File: src/rtl/alu_issue_stage_pkg.sv
// Shared RV32I(+M subset) encodings, ALU op codes and the decoded issue bundle
// used by the issue stage and the execute ALU.
package alu_issue_stage_pkg;

    localparam int XLEN       = 32;
    localparam int SKID_DEPTH = 2;

    localparam logic [3:0] ALU_ADD = 4'h0;
    localparam logic [3:0] ALU_SUB = 4'h1;
    localparam logic [3:0] ALU_AND = 4'h2;
    localparam logic [3:0] ALU_OR  = 4'h3;
    localparam logic [3:0] ALU_XOR = 4'h4;
    localparam logic [3:0] ALU_SLL = 4'h5;
    localparam logic [3:0] ALU_SRA = 4'h6;
    localparam logic [3:0] ALU_SLT = 4'h7;
    localparam logic [3:0] ALU_EQ  = 4'h8;
    localparam logic [3:0] ALU_NE  = 4'h9;
    localparam logic [3:0] ALU_GE  = 4'hA;
    localparam logic [3:0] ALU_LTU = 4'hB;
    localparam logic [3:0] ALU_GEU = 4'hC;
    localparam logic [3:0] ALU_MUL = 4'hD;
    localparam logic [3:0] ALU_DIV = 4'hE;
    localparam logic [3:0] ALU_REM = 4'hF;

    localparam logic [6:0] OPC_OP     = 7'b0110011;
    localparam logic [6:0] OPC_OP_IMM = 7'b0010011;
    localparam logic [6:0] OPC_LUI    = 7'b0110111;
    localparam logic [6:0] OPC_AUIPC  = 7'b0010111;
    localparam logic [6:0] OPC_JAL    = 7'b1101111;
    localparam logic [6:0] OPC_JALR   = 7'b1100111;
    localparam logic [6:0] OPC_LOAD   = 7'b0000011;
    localparam logic [6:0] OPC_STORE  = 7'b0100011;
    localparam logic [6:0] OPC_BRANCH = 7'b1100011;

    localparam logic [2:0] F3_ADD  = 3'b000;
    localparam logic [2:0] F3_SLL  = 3'b001;
    localparam logic [2:0] F3_SLT  = 3'b010;
    localparam logic [2:0] F3_SLTU = 3'b011;
    localparam logic [2:0] F3_XOR  = 3'b100;
    localparam logic [2:0] F3_SR   = 3'b101;
    localparam logic [2:0] F3_OR   = 3'b110;
    localparam logic [2:0] F3_AND  = 3'b111;
    localparam logic [2:0] F3_MUL  = 3'b000;
    localparam logic [2:0] F3_DIV  = 3'b100;
    localparam logic [2:0] F3_REM  = 3'b110;
    localparam logic [2:0] F3_BEQ  = 3'b000;
    localparam logic [2:0] F3_BNE  = 3'b001;
    localparam logic [2:0] F3_BLT  = 3'b100;
    localparam logic [2:0] F3_BGE  = 3'b101;
    localparam logic [2:0] F3_BLTU = 3'b110;
    localparam logic [2:0] F3_BGEU = 3'b111;

    localparam logic [6:0] F7_BASE = 7'b0000000;
    localparam logic [6:0] F7_ALT  = 7'b0100000;
    localparam logic [6:0] F7_MULDIV = 7'b0000001;

    typedef struct packed {
        logic [XLEN-1:0] src_a;
        logic [XLEN-1:0] src_b;
        logic [3:0]      alu_op;
        logic [4:0]      rd;
        logic            rd_we;
        logic            branch;
        logic            illegal;
    } issue_t;

    function automatic logic [31:0] imm_i(input logic [31:0] instr);
        return {{20{instr[31]}}, instr[31:20]};
    endfunction

    function automatic logic [31:0] imm_s(input logic [31:0] instr);
        return {{20{instr[31]}}, instr[31:25], instr[11:7]};
    endfunction

    function automatic logic [31:0] imm_u(input logic [31:0] instr);
        return {instr[31:12], 12'h000};
    endfunction

endpackage

File: src/rtl/alu_issue_stage_if.sv
// Upstream/downstream handshake bundle of the ALU issue stage.
interface alu_issue_stage_if;
    import alu_issue_stage_pkg::*;

    logic            flush;
    logic            in_valid;
    logic            in_ready;
    logic [31:0]     in_instr;
    logic [31:0]     in_pc;
    logic [31:0]     in_rs1_data;
    logic [31:0]     in_rs2_data;
    logic            out_valid;
    logic            out_ready;
    logic [XLEN-1:0] out_src_a;
    logic [XLEN-1:0] out_src_b;
    logic [3:0]      out_alu_op;
    logic [4:0]      out_rd;
    logic            out_rd_we;
    logic            out_branch;
    logic            out_illegal;

    modport master (
        output flush, in_valid, in_instr, in_pc, in_rs1_data, in_rs2_data, out_ready,
        input  in_ready, out_valid, out_src_a, out_src_b, out_alu_op, out_rd,
               out_rd_we, out_branch, out_illegal
    );

    modport slave (
        input  flush, in_valid, in_instr, in_pc, in_rs1_data, in_rs2_data, out_ready,
        output in_ready, out_valid, out_src_a, out_src_b, out_alu_op, out_rd,
               out_rd_we, out_branch, out_illegal
    );
endinterface

File: src/rtl/alu_issue_stage_alu_op_decode.sv
// Combinational decode of one instruction into ALU operands, op code and side-band.
module alu_op_decode
    import alu_issue_stage_pkg::*;
(
    input  logic [31:0] instr,
    input  logic [31:0] pc,
    input  logic [31:0] rs1_data,
    input  logic [31:0] rs2_data,
    output issue_t      dec
);

    logic [6:0]  opcode_s;
    logic [2:0]  f3_s;
    logic [6:0]  f7_s;
    logic [31:0] src_a_s;
    logic [31:0] src_b_s;
    logic [3:0]  op_s;
    logic        wr_s;
    logic        br_s;
    logic        ill_s;
    logic        unused_rs1_idx_s;

    assign opcode_s = instr[6:0];
    assign f3_s     = instr[14:12];
    assign f7_s     = instr[31:25];
    // Register indices are resolved upstream; only the read data matters here.
    assign unused_rs1_idx_s = ^instr[19:15];

    // Field extraction and op mapping per major opcode.
    always_comb begin
        src_a_s = 32'h0000_0000;
        src_b_s = 32'h0000_0000;
        op_s    = ALU_ADD;
        wr_s    = 1'b0;
        br_s    = 1'b0;
        ill_s   = 1'b0;
        case (opcode_s)
            OPC_OP: begin
                src_a_s = rs1_data;
                src_b_s = rs2_data;
                wr_s    = 1'b1;
                case (f7_s)
                    F7_BASE: begin
                        case (f3_s)
                            F3_ADD:  op_s = ALU_ADD;
                            F3_SLL: begin
                                op_s    = ALU_SLL;
                                src_b_s = {27'h0000000, rs2_data[4:0]};
                            end
                            F3_SLT:  op_s = ALU_SLT;
                            F3_SLTU: op_s = ALU_LTU;
                            F3_XOR:  op_s = ALU_XOR;
                            F3_OR:   op_s = ALU_OR;
                            F3_AND:  op_s = ALU_AND;
                            default: ill_s = 1'b1;
                        endcase
                    end
                    F7_ALT: begin
                        case (f3_s)
                            F3_ADD:  op_s = ALU_SUB;
                            F3_SR: begin
                                op_s    = ALU_SRA;
                                src_b_s = {27'h0000000, rs2_data[4:0]};
                            end
                            default: ill_s = 1'b1;
                        endcase
                    end
                    F7_MULDIV: begin
                        case (f3_s)
                            F3_MUL:  op_s = ALU_MUL;
                            F3_DIV:  op_s = ALU_DIV;
                            F3_REM:  op_s = ALU_REM;
                            default: ill_s = 1'b1;
                        endcase
                    end
                    default: ill_s = 1'b1;
                endcase
            end
            OPC_OP_IMM: begin
                src_a_s = rs1_data;
                src_b_s = imm_i(instr);
                wr_s    = 1'b1;
                case (f3_s)
                    F3_ADD:  op_s = ALU_ADD;
                    F3_SLT:  op_s = ALU_SLT;
                    F3_SLTU: op_s = ALU_LTU;
                    F3_XOR:  op_s = ALU_XOR;
                    F3_OR:   op_s = ALU_OR;
                    F3_AND:  op_s = ALU_AND;
                    F3_SLL: begin
                        op_s    = ALU_SLL;
                        src_b_s = {27'h0000000, instr[24:20]};
                        ill_s   = (f7_s != F7_BASE);
                    end
                    F3_SR: begin
                        op_s    = ALU_SRA;
                        src_b_s = {27'h0000000, instr[24:20]};
                        ill_s   = (f7_s != F7_ALT);
                    end
                    default: ill_s = 1'b1;
                endcase
            end
            OPC_LUI: begin
                src_b_s = imm_u(instr);
                wr_s    = 1'b1;
            end
            OPC_AUIPC: begin
                src_a_s = pc;
                src_b_s = imm_u(instr);
                wr_s    = 1'b1;
            end
            OPC_JAL: begin
                src_a_s = pc;
                src_b_s = 32'h0000_0004;
                wr_s    = 1'b1;
            end
            OPC_JALR: begin
                src_a_s = pc;
                src_b_s = 32'h0000_0004;
                wr_s    = 1'b1;
                ill_s   = (f3_s != 3'b000);
            end
            OPC_LOAD: begin
                src_a_s = rs1_data;
                src_b_s = imm_i(instr);
                wr_s    = 1'b1;
                ill_s   = (f3_s == 3'b011) || (f3_s == 3'b110) || (f3_s == 3'b111);
            end
            OPC_STORE: begin
                src_a_s = rs1_data;
                src_b_s = imm_s(instr);
                ill_s   = (f3_s[2] == 1'b1) || (f3_s == 3'b011);
            end
            OPC_BRANCH: begin
                src_a_s = rs1_data;
                src_b_s = rs2_data;
                br_s    = 1'b1;
                case (f3_s)
                    F3_BEQ:  op_s = ALU_EQ;
                    F3_BNE:  op_s = ALU_NE;
                    F3_BLT:  op_s = ALU_SLT;
                    F3_BGE:  op_s = ALU_GE;
                    F3_BLTU: op_s = ALU_LTU;
                    F3_BGEU: op_s = ALU_GEU;
                    default: ill_s = 1'b1;
                endcase
            end
            default: ill_s = 1'b1;
        endcase
    end

    // Illegal encodings collapse to a harmless ADD 0+0 with no write-back.
    always_comb begin
        dec.rd      = instr[11:7];
        dec.illegal = ill_s;
        if (ill_s) begin
            dec.src_a  = 32'h0000_0000;
            dec.src_b  = 32'h0000_0000;
            dec.alu_op = ALU_ADD;
            dec.rd_we  = 1'b0;
            dec.branch = 1'b0;
        end else begin
            dec.src_a  = src_a_s;
            dec.src_b  = src_b_s;
            dec.alu_op = op_s;
            dec.rd_we  = wr_s && (instr[11:7] != 5'd0);
            dec.branch = br_s;
        end
    end

endmodule

File: src/rtl/alu_issue_stage.sv
// Decode/issue stage: decodes each accepted instruction and holds it in a
// 2-entry skid buffer so in_ready can be driven straight from a flop.
module alu_issue_stage
    import alu_issue_stage_pkg::*;
(
    input logic             clk,
    input logic             areset,
    alu_issue_stage_if.slave bus
);

    issue_t     dec_s;
    issue_t     head_r, head_n;
    issue_t     tail_r, tail_n;
    logic [1:0] count_r, count_n;
    logic       in_ready_r;
    logic       out_valid_r;
    logic       push_s;
    logic       pop_s;

    alu_op_decode u_decode (
        .instr    (bus.in_instr),
        .pc       (bus.in_pc),
        .rs1_data (bus.in_rs1_data),
        .rs2_data (bus.in_rs2_data),
        .dec      (dec_s)
    );

    assign push_s = bus.in_valid && in_ready_r;
    assign pop_s  = out_valid_r && bus.out_ready;

    // Next-state of the head/tail pair; head is always the oldest entry.
    always_comb begin
        head_n  = head_r;
        tail_n  = tail_r;
        count_n = count_r;
        if (bus.flush) begin
            head_n  = '0;
            tail_n  = '0;
            count_n = 2'd0;
        end else begin
            case (count_r)
                2'd0: begin
                    if (push_s) begin
                        head_n  = dec_s;
                        count_n = 2'd1;
                    end else begin
                        count_n = 2'd0;
                    end
                end
                2'd1: begin
                    if (push_s && pop_s) begin
                        head_n = dec_s;
                    end else if (push_s) begin
                        tail_n  = dec_s;
                        count_n = 2'd2;
                    end else if (pop_s) begin
                        count_n = 2'd0;
                    end else begin
                        count_n = 2'd1;
                    end
                end
                2'd2: begin
                    if (pop_s) begin
                        head_n  = tail_r;
                        count_n = 2'd1;
                    end else begin
                        count_n = 2'd2;
                    end
                end
                default: count_n = 2'd0;
            endcase
        end
    end

    // Buffer state and the registered handshake flags.
    always_ff @(posedge clk or posedge areset) begin
        if (areset) begin
            head_r      <= '0;
            tail_r      <= '0;
            count_r     <= 2'd0;
            in_ready_r  <= 1'b1;
            out_valid_r <= 1'b0;
        end else begin
            head_r      <= head_n;
            tail_r      <= tail_n;
            count_r     <= count_n;
            in_ready_r  <= (count_n != 2'(SKID_DEPTH));
            out_valid_r <= (count_n != 2'd0);
        end
    end

    assign bus.in_ready    = in_ready_r;
    assign bus.out_valid   = out_valid_r;
    assign bus.out_src_a   = head_r.src_a;
    assign bus.out_src_b   = head_r.src_b;
    assign bus.out_alu_op  = head_r.alu_op;
    assign bus.out_rd      = head_r.rd;
    assign bus.out_rd_we   = head_r.rd_we;
    assign bus.out_branch  = head_r.branch;
    assign bus.out_illegal = head_r.illegal;

endmodule
File: src/flat_wrapper.sv
// flat-port wrapper written by rule: the top's interface ports become plain ports
module alu_issue_stage_flat import alu_issue_stage_pkg::*;
  (clk, areset, bus_flush, bus_in_valid, bus_in_instr, bus_in_pc, bus_in_rs1_data, bus_in_rs2_data, bus_out_ready, bus_in_ready, bus_out_valid, bus_out_src_a, bus_out_src_b, bus_out_alu_op, bus_out_rd, bus_out_rd_we, bus_out_branch, bus_out_illegal);
  alu_issue_stage_if bus_i ();
  input logic clk;
  input logic areset;
  input wire logic [$bits(bus_i.flush)-1:0] bus_flush;
  input wire logic [$bits(bus_i.in_valid)-1:0] bus_in_valid;
  input wire logic [$bits(bus_i.in_instr)-1:0] bus_in_instr;
  input wire logic [$bits(bus_i.in_pc)-1:0] bus_in_pc;
  input wire logic [$bits(bus_i.in_rs1_data)-1:0] bus_in_rs1_data;
  input wire logic [$bits(bus_i.in_rs2_data)-1:0] bus_in_rs2_data;
  input wire logic [$bits(bus_i.out_ready)-1:0] bus_out_ready;
  output wire logic [$bits(bus_i.in_ready)-1:0] bus_in_ready;
  output wire logic [$bits(bus_i.out_valid)-1:0] bus_out_valid;
  output wire logic [$bits(bus_i.out_src_a)-1:0] bus_out_src_a;
  output wire logic [$bits(bus_i.out_src_b)-1:0] bus_out_src_b;
  output wire logic [$bits(bus_i.out_alu_op)-1:0] bus_out_alu_op;
  output wire logic [$bits(bus_i.out_rd)-1:0] bus_out_rd;
  output wire logic [$bits(bus_i.out_rd_we)-1:0] bus_out_rd_we;
  output wire logic [$bits(bus_i.out_branch)-1:0] bus_out_branch;
  output wire logic [$bits(bus_i.out_illegal)-1:0] bus_out_illegal;
  assign bus_i.flush = bus_flush;
  assign bus_i.in_valid = bus_in_valid;
  assign bus_i.in_instr = bus_in_instr;
  assign bus_i.in_pc = bus_in_pc;
  assign bus_i.in_rs1_data = bus_in_rs1_data;
  assign bus_i.in_rs2_data = bus_in_rs2_data;
  assign bus_i.out_ready = bus_out_ready;
  assign bus_in_ready = bus_i.in_ready;
  assign bus_out_valid = bus_i.out_valid;
  assign bus_out_src_a = bus_i.out_src_a;
  assign bus_out_src_b = bus_i.out_src_b;
  assign bus_out_alu_op = bus_i.out_alu_op;
  assign bus_out_rd = bus_i.out_rd;
  assign bus_out_rd_we = bus_i.out_rd_we;
  assign bus_out_branch = bus_i.out_branch;
  assign bus_out_illegal = bus_i.out_illegal;
  alu_issue_stage u_core (.clk(clk), .areset(areset), .bus(bus_i));
endmodule
File: config.mk
export PLATFORM = sky130hd
export DESIGN_NAME = alu_issue_stage_flat
export DESIGN_NICKNAME = d
export VERILOG_FILES = /design/src/rtl/alu_issue_stage_pkg.sv /design/src/rtl/alu_issue_stage_if.sv /design/src/rtl/alu_issue_stage_alu_op_decode.sv /design/src/rtl/alu_issue_stage.sv /design/src/flat_wrapper.sv
export SDC_FILE = /design/constraint.sdc
export NUM_CORES = 1
export LEC_CHECK = 0
export BUFFER_PORTS_ARGS = -buffer_cell sky130_fd_sc_hd__buf_4
export CAP_MARGIN = 20
export CORE_MARGIN = 5
export CORE_UTILIZATION = 57
export CTS_CLUSTER_SIZE = 20
export DETAILED_ROUTE_END_ITERATION = 8
export PLACE_DENSITY_LB_ADDON = 0.12
export SLEW_MARGIN = 5
export SYNTH_ARGS = -nofsm -noshare
export SYNTH_HDL_FRONTEND = slang
export SYNTH_SLANG_ARGS = --single-unit
File: constraint.sdc
create_clock -name clk -period 6.3 [get_ports clk]
set_input_delay 0 -clock clk [delete_from_list [all_inputs] [get_ports clk]]
set_output_delay 0 -clock clk [all_outputs]
set_load 0.02 [all_outputs]
=== Yosys cells after proc, flatten, opt, wreduce, memory -nomap -nowiden ===
Cells that the tools add are included.

* Input bits: 133
* Flip-flop bits (word level): 156
* Output and inout bits: 78
* Word-level logic and storage cells: 112

* Muxes and demuxes: 39
* Reductions and logical operators: 30
* Equal/unequal tests: 26

{| class="wikitable"
|+ Operators by type and width
! cell !! number
|-
| 2-to-1 mux 76 bit || 7
|-
| case mux 76 bit (3 select lines) || 1
|-
| case mux 32 bit (7 select lines) || 1
|-
| case mux 32 bit (2 select lines) || 2
|-
| 2-to-1 mux 32 bit || 3
|-
| 2-to-1 mux 68 bit || 1
|-
| case mux 4 bit (6 select lines) || 2
|-
| case mux 4 bit (3 select lines) || 3
|-
| case mux 4 bit (8 select lines) || 1
|-
| == test 7 x 6 -> 1 bit, second input constant || 4
|-
| == test 7 bit, second input constant || 3
|-
| == test 7 x 5 -> 1 bit, second input constant || 2
|-
| OR reduction 7 bit || 2
|-
| == test 3 bit, second input constant || 4
|-
| 2-to-1 mux 2 bit || 5
|-
| inequality test 3 x 2 -> 1 bit, second input constant || 3
|-
| OR reduction 3 bit || 3
|-
| 2-to-1 mux 1 bit || 8
|-
| OR reduction 2 bit || 4
|-
| == test 7 x 1 -> 1 bit, second input constant || 1
|-
| == test 7 x 2 -> 1 bit, second input constant || 1
|-
| zero test 7 bit || 1
|-
| inequality test 7 x 6 -> 1 bit, second input constant || 1
|-
| case mux 1 bit (7 select lines) || 1
|-
| other kinds (22) || 31
|}

=== Depth between registers and ports, before layout ===
* Word-level depth: 10
* Gate-level depth with buffers: 9
* Gate-level depth less buffers: 6

=== Hierarchy ===
Synthesis repeated with hierarchy kept, for this count alone.

* Cells, all modules: 911
* Area total of the unflattened synthesis: 9339.0 um2

{| class="wikitable"
|+ Modules (own cells, without submodules)
! module !! instances !! cells each !! area each (um2) !! seq. area each (um2)
|-
| alu_issue_stage || 1 || 616 || 7417.1 || 3905.0
|-
| alu_op_decode || 1 || 295 || 1921.8 || 0.0
|}

=== Worst setup path after synthesis ===
Ideal clock, no wire load.

* Path type: register to register
* Start: reg u_core.in_ready_r, in the netlist u_core.bus.in_ready
* End: reg u_core.tail_r[24] (netlist name)
* Arrival: 1.964 ns
* Cell stages (with the launch flop): 9
* Period minus slack after synthesis: 2.101 ns
* Setup slack: 4.199 ns
* Setup time: 0.137 ns
* Required time: 6.163 ns
* Path buffers: 2
* Cells stage by stage: dfstp_2 -> and3b_1 -> nand2_1 -> a21oi_1 -> nor2_1 -> clkbuf_1 -> clkbuf_1 -> nand2_1 -> o21ai_0

* Cells in the longest elaborated chain, start to end: 4
* Elaborated cells between the ends (all ways): 5
* Those cells by class: 1 x eq/ne; 4 x reduce/logical

{| class="wikitable"
|+ RTL lines
! item !! RTL line !! source
|-
| start: declaration || alu_issue_stage.sv:15 || <nowiki>logic in_ready_r;</nowiki>
|-
| start signal: assignment || alu_issue_stage.sv:87 || <nowiki>in_ready_r <= (count_n != 2'(SKID_DEPTH));</nowiki>
|-
| logical AND 1 bit (*) || alu_issue_stage.sv:28 || <nowiki>assign push_s = bus.in_valid && in_ready_r;</nowiki>
|-
| logical AND 1 bit || alu_issue_stage.sv:51 || <nowiki>if (push_s && pop_s) begin</nowiki>
|-
| inequality test 2 bit (no line) || -- ||
|-
| AND reduction 3 bit (no line) (*) || -- ||
|-
| end signal: assignment || alu_issue_stage.sv:85 || <nowiki>tail_r <= tail_n;</nowiki>
|-
| end: declaration || alu_issue_stage.sv:13 || <nowiki>issue_t tail_r, tail_n;</nowiki>
|}

Every way passes the cells marked *; elsewhere a longest branch is shown, timed or not.
A chain may end at the register's enable or synchronous reset.

=== Worst setup path after layout ===
* Start: in bus_in_instr[26]
* End: reg u_core.tail_r[29] (netlist name)

* Cells in the longest elaborated chain, start to end: 8
* Elaborated cells between the ends (all ways): 15
* Those cells by class: 3 x eq/ne; 10 x mux; 2 x reduce/logical

{| class="wikitable"
|+ RTL lines
! item !! RTL line !! source
|-
| start: declaration || flat_wrapper.sv:9 || <nowiki>input wire logic [$bits(bus_i.in_instr)-1:0] bus_in_instr;</nowiki>
|-
| == test 7 x 1 -> 1 bit, or another cell as far along || alu_issue_stage_alu_op_decode.sv:42 || <nowiki>case (f7_s)</nowiki>
|-
| case mux 1 bit (3 select lines), or another cell as far along || alu_issue_stage_alu_op_decode.sv:42 ||
|-
| case mux 1 bit (7 select lines) or case mux 32 bit (7 select lines) (tied branches) || alu_issue_stage_alu_op_decode.sv:37 || <nowiki>case (opcode_s)</nowiki>
|-
| 2-to-1 mux 68 bit (*) || alu_issue_stage_alu_op_decode.sv:156 || <nowiki>if (ill_s) begin</nowiki>
|-
| 2-to-1 mux 76 bit (*) || alu_issue_stage.sv:53 || <nowiki>end else if (push_s) begin</nowiki>
|-
| 2-to-1 mux 76 bit (*) || alu_issue_stage.sv:51 ||
|-
| 2-to-1 mux 76 bit (*) || alu_issue_stage.sv:41 || <nowiki>case (count_r)</nowiki>
|-
| 2-to-1 mux 76 bit (*) || alu_issue_stage.sv:36 || <nowiki>if (bus.flush) begin</nowiki>
|}

Every way passes the cells marked *; elsewhere a longest branch is shown, timed or not. The select of a mux whose other input is x is not followed.

==> results.md <==
* CP Launch Type: primary input
* Final worst clock skew at 0.0100 ns
* Fraction of final layout cells sized beyond drive strength 1 at 0.307
* GRT Residual Overflow at 0
* Crit Path Max Fanout at 21
* MaxCap Viol Count at 0
* Slowest library cell on the worst path: dlygate4sd3_1
* Layout fillers at 718
* Hold path depth at 4
* Hold Crit Endpoint: u_core.bus.out_src_b[3]
* Final #Nets at 1,192
* Worst R2R Start: u_core.count_r[0]
* Leakage at 4.83 nW
* Syn nets at 890
* Worst EP required at 6.57 ns
* RSZ-0062 raised after global routing: no
* Synth-to-layout area growth at 46.6%
* M3 GR Usage at 0.0768
* Global-route wire length before repair at 43,800 um
* EDFF count, synth at 0
* Worst Setup End Kind: flip-flop
* Setup TNS at 0 ns
* Initial Utilization at 0.577
* Design area at 11,100 um^2
* DRC Markers at 0
* CP most frequent cell: dlygate4sd3_1
* FF+latch count, synth at 156
* CTS root buf: clkbuf_16
* Max Root-Sink Buffers at 2
* Vias per cell at 6.51
* Min Hold Slack at 0.0249 ns
* Status: finished, final reports clean
* CP Class: primary input to flip-flop
* CTS tree: done
* DP Area at 9190 um^2
* Crit-path max cell delay at 0.70 ns
* Post-DP HPWL at 15,400 um
* Num CTS Buffers at 17
* Antenna viol nets, final at 0
* Setup repair bufs after CTS at 0
* Grt met1 use at 0.429
* Measured slew at the worst slew-check pin at 0.973 ns
* Worst path cell trace: dlygate4sd3_1, buf_4, or4_1, nor3_2, a21boi_2, buf_8, a221oi_1, dlygate4sd3_1, o21ai_0
* Post-DR wirelength/cell at 22.7 um
* HP Start: bus_in_rs2_data[3]
* Gate Count Post-Synth at 757
* Finished Layout Cells at 1,248
* Clock insertion delay at the later pin of the skew report at 0.43 ns
* Io pins at 211
* Grt met2 use at 0.582
* Commonest non-fill, non-tap cell in the layout: buf_4
* DP Cell Count at 1,088
* Core area at 13,100 um^2
* Relative slew slack at 0.352
* Crit path DAT at 3.13 ns
* Setup violations, final at 0
* CTS H-tree lvls at 4
* Sink Count at 156
* Final WL at 28,300 um
* FF-to-FF End: u_core.bus.out_src_b[16]
* VDD IR max at 145 uV
* Netlist cell types at 60
* Largest net degree at the start of global routing at 94
* Overall routing resource usage at 0.346
* Full die area at 15,700 um^2
* Initial antenna violation count at 0
* Fmax at 0.350 GHz
* Vias at 8,121
* Multi-input logic area at 3380 um^2
* PnR Total Power at 2.45 mW
* Setup slack, reg-to-reg at 3.56 ns
* Vias in the first global route at 8,266
* Die height at 125 um
* Hold crit path type: primary input to flip-flop
* Die width at 125 um
* Slew Limit Fails at 0
* Family with the most delay on the worst path: buffers and inverters
* CP Depth at 9
* Syn. warnings at 0
* Most frequent cells in the layout: buf_4, dfrtp_1, dlygate4sd3_1
* Worst reg2reg path depth at 7
* Seq. cell area at 3910 um^2
* Final GP Congestion at 0.881
* Period utilisation layout at 0.453
* Synth async-reset ratio at 1.00
* Register area share after synthesis at 0.515
* Final Hold Fails at 0
* CP bufs+invs at 4
* Pre-antenna DRT Iters at 6
* GRT busiest layer: met2
* Clock transition at path regs at 0.06 ns
* Post-Syn Area at 7590 um^2
* Diode count at 0
* Rows at 42
* Initial DRC count at 886
* IO Port Bufs at 210
* Pwr/cell area at 221 nW/um^2
* Synth Area per Inst at 10.0 um^2
* Main flop type after synthesis: dfrtp_1
* Crit path time final at 2.86 ns
==> kinds of logic (layout without fill, tap and decap cells) <==
group	Yosys count	in the layout	share of synthesized area
flops	156	156	0.515
xor+xnor	3	3	0.00346
buf+inv	71	386	0.0442
compound gates	337	337	0.321
mux	1	1	0.00132
simple gates	189	189	0.116
==> layout make-up <==
type	count	share of cell area
sequential	156	0.351
clock inverter	10	0.0150
clock buffer	22	0.0418
timing repair buffer	347	0.265
multi-input combinational	530	0.304
tap	176	0.0198
inverter	7	0.00281
==> how the worst max path moves through the flow <==
stage	startpoint	to	slack, ns
global route	bus_in_instr[26]	u_core.tail_r[29]	3.37
floorplan	areset	u_core.bus.out_alu_op[0]	2.10
finish	bus_in_instr[26]	u_core.tail_r[29]	3.44
detailed placement	bus_in_instr[3]	u_core.bus.out_src_b[30]	3.33
CTS	u_core.count_r[0]	u_core.bus.out_alu_op[2]	3.53
global placement	bus_in_instr[3]	u_core.bus.out_src_b[29]	3.39
==> flip-flops by register name, indices dropped and copies added, names as in the netlist <==
name and cells:
u_core.tail_r 76, u_core.bus.out_src_a 32, u_core.bus.out_src_b 32, u_core.bus.out_rd 5
u_core.bus.out_alu_op 4, u_core.count_r 2, u_core.bus.in_ready 1, u_core.bus.out_branch 1
u_core.bus.out_illegal 1, u_core.bus.out_rd_we 1, u_core.bus.out_valid 1
==> metrics by stage <==
step,setup WS [ns],util
final,3.44,0.846
after global routing,3.37,0.846
after CTS,3.53,0.844
after detailed placement,3.33,0.700
after global placement,3.39,0.698
after floorplan,2.10,-
==> cells in the mapped netlist, drive strengths merged (6+ instances only) <==
library cell	instances	area share
nor2	32	0.016
a311oi	6	0.0069
a21o	7	0.0069
a21oi	22	0.015
clkbuf	47	0.024
a221oi	19	0.022
a22o	15	0.017
nand2b	6	0.0049
inv	7	0.0035
o21ai	140	0.12
nand2	103	0.051
buf	17	0.016
nor3	12	0.0086
a22oi	105	0.10
dfrtp	155	0.51
==> worst min-delay path, delay by kind of cell <==
kind	cells	cell delay (ns)
AO/OA/AOI/OAI	3	0.34
buffers and inverters	1	0.08
==> metal layers <==
layer / wire, um / vias up / part of all wire
li1: - / 3442 / -
met1: 10600 / 4029 / 0.38
met2: 14000 / 538 / 0.49
met3: 2340 / 112 / 0.083
met4: 1330 / 0 / 0.047
met5: 0 / - / 0
==> repair_timing <==
item                                   in CTS  in global routing
resized for setup                           0                  0
endpoints found under the hold margin     234                  0
hold buffers                              126                  0
setup endpoints to repair                   0                  0
==> report_power, final <==
part           leakage, nW  switching [mW]  internal, mW
clock                0.301           0.434         0.687
combinational         2.36           0.171         0.137
sequential            2.17          0.0106          1.01
Note: power is estimated with default switching activity, not from simulation.
